<file path="src/rtl/prog_encoder_if.sv">
// Command handshake and instruction-memory write bus shared by the loader and its host.
interface prog_encoder_if #(
  parameter int IMEM_AW = 8
);
  logic               cmd_valid;
  logic               cmd_ready;
  logic [2:0]         cmd_op;
  logic [1:0]         cmd_rd;
  logic [1:0]         cmd_rs1;
  logic [1:0]         cmd_rs2;
  logic [6:0]         cmd_alu;
  logic [15:0]        cmd_imm;
  logic               cmd_brz;
  logic               cmd_brpol;
  logic               cmd_last;
  logic               imem_we;
  logic [IMEM_AW-1:0] imem_addr;
  logic [15:0]        imem_wdata;

  modport master (
    output cmd_valid, cmd_op, cmd_rd, cmd_rs1, cmd_rs2, cmd_alu, cmd_imm,
           cmd_brz, cmd_brpol, cmd_last,
    input  cmd_ready, imem_we, imem_addr, imem_wdata
  );

  modport slave (
    input  cmd_valid, cmd_op, cmd_rd, cmd_rs1, cmd_rs2, cmd_alu, cmd_imm,
           cmd_brz, cmd_brpol, cmd_last,
    output cmd_ready, imem_we, imem_addr, imem_wdata
  );
endinterface

</file>
<file path="src/rtl/prog_encoder.sv">
// Packs field-level commands into 16-bit instruction words and writes them to imem, holding the CPU meanwhile.
// Latency: command accepted in cycle N is written in N+1; one word per cycle. Optional checksum: PROG_ENC_CHECKSUM_EN.
// Backpressure: cmd_ready is high only while loading; an error or the last command drops it until the next start.
module prog_encoder #(
  parameter int                 IMEM_AW   = 8,
  parameter logic [IMEM_AW-1:0] BASE_ADDR = '0
) (
  input  logic               clk,
  input  logic               reset,
  input  logic               start,
  prog_encoder_if.slave      bus,
  output logic               cpu_hold,
  output logic               done,
  output logic               err,
  output logic [1:0]         err_code,
  output logic [IMEM_AW:0]   word_count
`ifdef PROG_ENC_CHECKSUM_EN
  ,
  output logic [15:0]        checksum
`endif
);

  typedef enum logic [1:0] {
    IDLE = 2'd0,
    LOAD = 2'd1,
    DONE = 2'd2,
    ERR  = 2'd3
  } state_t;

  localparam logic [IMEM_AW:0] FULL_COUNT = {1'b1, {IMEM_AW{1'b0}}};

  localparam logic [1:0] ERR_NONE    = 2'b00;
  localparam logic [1:0] ERR_ILLEGAL = 2'b01;
  localparam logic [1:0] ERR_RANGE   = 2'b10;
  localparam logic [1:0] ERR_OVFL    = 2'b11;

  state_t             state;
  state_t             stateNext;
  logic               accept;
  logic [15:0]        encWord;
  logic [1:0]         cmdErr;
  logic               weReg;
  logic [IMEM_AW-1:0] addrReg;
  logic [15:0]        wdataReg;
  logic [IMEM_AW-1:0] nextAddr;
  logic [IMEM_AW:0]   wordCnt;
  logic [1:0]         errCodeReg;
  logic               readyComb;
  logic               holdComb;
  logic               doneComb;
  logic               errComb;

  // start always wins over a simultaneous accept, so the command is dropped.
  assign accept = bus.cmd_valid && (state == LOAD) && !start;

  always_comb begin
    encWord = '0;
    cmdErr  = ERR_NONE;
    case (bus.cmd_op)
      3'b000: encWord = {3'b000, bus.cmd_rd, bus.cmd_rs1, bus.cmd_rs2, bus.cmd_alu};
      3'b001: begin
        encWord = {3'b001, bus.cmd_rd, bus.cmd_imm[10:0]};
        if (bus.cmd_imm[15:11] != 5'd0) cmdErr = ERR_RANGE;
      end
      3'b011: encWord = {3'b011, bus.cmd_rd, bus.cmd_rs1, 9'd0};
      3'b101: encWord = {3'b101, 2'b00, bus.cmd_rs1, bus.cmd_rs2, 7'd0};
      3'b110: begin
        encWord = {3'b110, bus.cmd_brz, bus.cmd_brpol, bus.cmd_imm[10:0]};
        // Offset must survive truncation to 11 bits: the sign bits above must all agree.
        if (!((&bus.cmd_imm[15:10]) || (~|bus.cmd_imm[15:10]))) cmdErr = ERR_RANGE;
      end
      3'b111: encWord = {3'b111, 2'b00, bus.cmd_rs1, 9'd0};
      default: cmdErr = ERR_ILLEGAL;
    endcase
    if (wordCnt == FULL_COUNT) cmdErr = ERR_OVFL;
  end

  always_ff @(posedge clk or posedge reset) begin
    if (reset) begin
      state <= IDLE;
    end else begin
      state <= stateNext;
    end
  end

  always_comb begin
    stateNext = state;
    readyComb = 1'b0;
    holdComb  = 1'b0;
    doneComb  = 1'b0;
    errComb   = 1'b0;
    case (state)
      IDLE: ;
      LOAD: begin
        readyComb = 1'b1;
        holdComb  = 1'b1;
        if (accept) begin
          if (cmdErr != ERR_NONE) stateNext = ERR;
          else if (bus.cmd_last)  stateNext = DONE;
        end
      end
      DONE: begin
        doneComb  = 1'b1;
        stateNext = IDLE;
      end
      ERR: begin
        holdComb = 1'b1;
        errComb  = 1'b1;
      end
      default: stateNext = IDLE;
    endcase
    if (start) stateNext = LOAD;
  end

  always_ff @(posedge clk or posedge reset) begin
    if (reset) begin
      weReg      <= 1'b0;
      addrReg    <= '0;
      wdataReg   <= '0;
      nextAddr   <= BASE_ADDR;
      wordCnt    <= '0;
      errCodeReg <= ERR_NONE;
    end else begin
      weReg <= 1'b0;
      if (start) begin
        nextAddr   <= BASE_ADDR;
        wordCnt    <= '0;
        errCodeReg <= ERR_NONE;
      end else if (accept) begin
        if (cmdErr != ERR_NONE) begin
          errCodeReg <= cmdErr;
        end else begin
          weReg    <= 1'b1;
          addrReg  <= nextAddr;
          wdataReg <= encWord;
          nextAddr <= nextAddr + 1'b1;
          wordCnt  <= wordCnt + 1'b1;
        end
      end
    end
  end

`ifdef PROG_ENC_CHECKSUM_EN
  logic [15:0] sumReg;

  // Summed from the write register, so the total settles the cycle after the last write.
  always_ff @(posedge clk or posedge reset) begin
    if (reset) begin
      sumReg <= '0;
    end else if (start) begin
      sumReg <= '0;
    end else if (weReg) begin
      sumReg <= sumReg + wdataReg;
    end
  end

  assign checksum = sumReg;
`endif

  assign bus.cmd_ready  = readyComb;
  assign bus.imem_we    = weReg;
  assign bus.imem_addr  = addrReg;
  assign bus.imem_wdata = wdataReg;
  assign cpu_hold       = holdComb;
  assign done           = doneComb;
  assign err            = errComb;
  assign err_code       = errCodeReg;
  assign word_count     = wordCnt;

endmodule

</file>
<file path="src/flat_wrapper.sv">
// flat-port wrapper written by rule: the top's interface ports become plain ports
module prog_encoder_flat 
#(
  parameter int                 IMEM_AW   = 8,
  parameter logic [IMEM_AW-1:0] BASE_ADDR = '0
)
  (clk, reset, start, cpu_hold, done, err, err_code, word_count, bus_cmd_valid, bus_cmd_op, bus_cmd_rd, bus_cmd_rs1, bus_cmd_rs2, bus_cmd_alu, bus_cmd_imm, bus_cmd_brz, bus_cmd_brpol, bus_cmd_last, bus_cmd_ready, bus_imem_we, bus_imem_addr, bus_imem_wdata);
  prog_encoder_if #(.IMEM_AW(IMEM_AW)) bus_i ();
  input  logic clk;
  input  logic reset;
  input  logic start;
  output logic cpu_hold;
  output logic done;
  output logic err;
  output logic [1:0] err_code;
  output logic [IMEM_AW:0] word_count;
  input wire logic [$bits(bus_i.cmd_valid)-1:0] bus_cmd_valid;
  input wire logic [$bits(bus_i.cmd_op)-1:0] bus_cmd_op;
  input wire logic [$bits(bus_i.cmd_rd)-1:0] bus_cmd_rd;
  input wire logic [$bits(bus_i.cmd_rs1)-1:0] bus_cmd_rs1;
  input wire logic [$bits(bus_i.cmd_rs2)-1:0] bus_cmd_rs2;
  input wire logic [$bits(bus_i.cmd_alu)-1:0] bus_cmd_alu;
  input wire logic [$bits(bus_i.cmd_imm)-1:0] bus_cmd_imm;
  input wire logic [$bits(bus_i.cmd_brz)-1:0] bus_cmd_brz;
  input wire logic [$bits(bus_i.cmd_brpol)-1:0] bus_cmd_brpol;
  input wire logic [$bits(bus_i.cmd_last)-1:0] bus_cmd_last;
  output wire logic [$bits(bus_i.cmd_ready)-1:0] bus_cmd_ready;
  output wire logic [$bits(bus_i.imem_we)-1:0] bus_imem_we;
  output wire logic [$bits(bus_i.imem_addr)-1:0] bus_imem_addr;
  output wire logic [$bits(bus_i.imem_wdata)-1:0] bus_imem_wdata;
  assign bus_i.cmd_valid = bus_cmd_valid;
  assign bus_i.cmd_op = bus_cmd_op;
  assign bus_i.cmd_rd = bus_cmd_rd;
  assign bus_i.cmd_rs1 = bus_cmd_rs1;
  assign bus_i.cmd_rs2 = bus_cmd_rs2;
  assign bus_i.cmd_alu = bus_cmd_alu;
  assign bus_i.cmd_imm = bus_cmd_imm;
  assign bus_i.cmd_brz = bus_cmd_brz;
  assign bus_i.cmd_brpol = bus_cmd_brpol;
  assign bus_i.cmd_last = bus_cmd_last;
  assign bus_cmd_ready = bus_i.cmd_ready;
  assign bus_imem_we = bus_i.imem_we;
  assign bus_imem_addr = bus_i.imem_addr;
  assign bus_imem_wdata = bus_i.imem_wdata;
  prog_encoder #(.IMEM_AW(IMEM_AW), .BASE_ADDR(BASE_ADDR)) u_core (.clk(clk), .reset(reset), .start(start), .bus(bus_i), .cpu_hold(cpu_hold), .done(done), .err(err), .err_code(err_code), .word_count(word_count));
endmodule
</file>
<file path="config.mk">
export PLATFORM = sky130hd
export DESIGN_NAME = prog_encoder_flat
export DESIGN_NICKNAME = d
export VERILOG_FILES = /design/src/rtl/prog_encoder_if.sv /design/src/rtl/prog_encoder.sv /design/src/flat_wrapper.sv
export SDC_FILE = /design/constraint.sdc
export NUM_CORES = 1
export LEC_CHECK = 0
export ABC_AREA = 1
export BUFFER_PORTS_ARGS = -buffer_cell sky130_fd_sc_hd__buf_4
export CAP_MARGIN = 30
export CORE_MARGIN = 2
export CORE_UTILIZATION = 47
export CTS_BUF_LIST = sky130_fd_sc_hd__clkbuf_4
export DETAILED_ROUTE_END_ITERATION = 12
export PLACE_DENSITY = 0.74
export REMOVE_ABC_BUFFERS = 1
export SYNTH_ARGS = -nofsm -noshare
export SYNTH_HDL_FRONTEND = slang
export SYNTH_SLANG_ARGS = --single-unit
</file>
<file path="constraint.sdc">
create_clock -name clk -period 1.78 [get_ports clk]
set_input_delay 0.267 -clock clk [delete_from_list [all_inputs] [get_ports clk]]
set_output_delay 0.267 -clock clk [all_outputs]
set_load 0.005 [all_outputs]
</file>
==> flow_summary.ini <==
[global_routing]
grt_usage = 0.207
first_global_vias = 2300
grt_pass1_wl_um = 10100
grt_antenna_before_repair = 0
overflow = 0
grt_max_degree = 47

[clock_tree]
tritoncts = built
worstSkewPairLatency_ps = 360
numCtsBuffers = 5
clkTransAtPathRegs_ps = 130
htree_num_levels = 2
clkSinkCount = 46
postCtsSetupBuffers = 0
cts_buffer_depth = 2
clk_root_buffer_cell = clkbuf_4

[sta]
period_share = 0.931
drv_slew = 0
hold_viol = 0
setup_viol = 0
tightestPinTransition_ps = 358
skew_ps = 4.07
clock.fmax_mhz = 603
rsz0062_at_grt = no
period_needed_ps = 1660
maxSlewHeadroom = 0.761
fin_hold_ws_ps = 180

[cells_and_area]
design_area_mm2 = 0.00338
final_net_count = 454
diodes = 0
drive_above_1_share = 0.324
stdcell_count = 483
utilization = 0.649
area_delta_synth_final_pct = 31.4
fill_cells = 482

[pwr]
max-vdd-ir-drop_v = 0.000433
leakage_nw = 1.77
p_total_mw = 2.57
powerDensity_mw_per_mm2 = 760

[floorplan]
coreArea_mm2 = 0.00520
dieArea_mm2 = 0.00608
ios = 79
rows = 26
die_w_um = 77.9
initial_core_util = 0.494
die_y_um = 77.9

[placed_design]
gp_congestion = 0.831
hpwlAfterDp_um = 4260
port_buffers = 78
placed_cells = 474
placed_area_mm2 = 0.00328

[routing]
met2_length_um = 2840
drt_iter0_markers = 134
wl_met1_um = 2660
wl_met3_um = 257
drcViolationCount = 0
wire_per_inst_um = 12.1
top_layer_used = met4
drt_first_pass_iters = 4
viasPerCell = 4.87
wirelength_um = 5870
via_count = 2350
antenna_left = 0

[synth]
synth_top_area_frac = 0.448
synth_common_cells = 87 x nand2_1, 46 x dfrtp_1, 36 x nand3_1, 30 x nor2_1, 26 x inv_1
yosysTopAreaCell = dfrtp_1
synthesis.area_mm2 = 0.00257
synth_cell_types = 29
synth_top_family_by_area = simple AND/OR/NAND/NOR gates
syn_inst = 326
async_flop_share = 1.00
synth.most_common_cell = nand2_1
synthFlopType = dfrtp_1
ys_warn_count = 0
yosys.area_share.simple = 0.311
syn_area_per_cell_um2 = 7.88
synth_fa_ha_area_frac = 0.0146
yosys.area_share.xor_xnor = 0.0307
synth.area.mux_share = 0
synthTopCellsByArea = dfrtp_1 45%, nand2_1 13%, nand3_1 7.0%
synth_compound_area_frac = 0.116
synth_edf_count = 0
ys_ff_latch = 46
seq_area_frac_synth = 0.448

[critical_path]
endpoint_kind = flip-flop
arrival_ps = 1950
cp_max_fo = 39
cp-start-kind = flip-flop
critPathKind = flip-flop to flip-flop
worstPathRequired_ps = 2080

[run_status]
status = finished clean

[min_path]
hold_path_class = input pin to flip-flop

[job]
cap_viol_max_count = 0
[placed cells by master, fill, tap and decap left out, drive strengths merged]
master       Yosys  routed
a21boi           2       2
a21oi            3       3
a22oi            7       7
buf             10      92
bufinv           0       1
clkbuf           4       5
clkinv           0       2
dfrtp           46      46
dlygate4sd3      0       1
ha               3       3
inv             31      31
nand2           93      93
nand3           38      38
nand4            4       4
nor2            34      34
nor3             6       6
o21ai           35      35
or2              1       1
xnor2            2       2
xor2             7       7
[power breakdown]
group          internal (mW)  switching (mW)  total (mW)
logic                  0.350           0.327       0.677
registers               1.17          0.0813        1.26
clock network          0.291           0.342       0.633
[flip-flops by register name, indices dropped and copies added, names as in the netlist]
signal / flops
u_core.bus.imem_addr: 8
u_core.bus.imem_wdata: 16
u_core.bus.imem_we: 1
u_core.err_code: 2
u_core.nextAddr: 8
u_core.state: 2
u_core.word_count: 9
[layer usage]
metal,global-route usage,up-vias
met4,0.0754,0
met1,0.258,1053
li1,-,1231
met3,0.0419,9
met2,0.355,57
met5,0,-
[cell type report]
type	instances	area, um2	area share
Multi-Input combinational cell	235	1220	0.361
Sequential cell	46	1150	0.341
Timing Repair Buffer	93	726	0.215
Inverter	31	116	0.0345
Tap cell	70	87.6	0.0259
Clock inverter	3	40.0	0.0119
Clock buffer	5	37.5	0.0111
[worst max-delay path, stage by stage (launching register included)]
cell	delay (ps)
dfrtp_1	440
inv_1	110
ha_1	150
nand3_1	90
nor2_2	180
nor2_4	70
nand3_2	170
buf_12	230
nand2_1	70
o21ai_1	80
[path summary, 6_finish.rpt]
| path | cells after the start | slack (ps) | start | endpoint |
|---|---|---|---|---|
| worst min register to register | 2 | 500 | u_core.bus.imem_wdata[15] | u_core.bus.imem_wdata[15] |
| max in group asynchronous | 4 | 1070 | reset | u_core.bus.imem_wdata[14] |
| worst max register to register | 9 | 120 | u_core.word_count[0] | u_core.bus.imem_wdata[1] |
| worst min-delay path | 3 | 180 | bus_cmd_imm[0] | u_core.bus.imem_wdata[0] |
| worst max-delay path | 9 | 120 | u_core.word_count[0] | u_core.bus.imem_wdata[1] |
| min in group asynchronous | 4 | 480 | reset | u_core.bus.imem_addr[1] |
[logic make-up after synthesis]
family          Yosys count
simple gates            176
compound gates           47
flops                    46
buf+inv                  45
xor+xnor                  9
fa+ha+maj                 3
[stage by stage]
stage / TNS, ps / worst slack (ps)
CTS: 0 / 24.0
detailed placement: 0 / 48.5
global route: 0 / 0.769
floorplan: -5060 / -238
global placement: 0 / 129
finish: 0 / 122
[what timing repair did]
action                                 CTS  global route
endpoints found under the hold margin   46             0
setup endpoints to repair                0            30
gates resized for setup                  0             2
hold buffers                             1             0
Note: power is estimated with default switching activity, not from simulation.
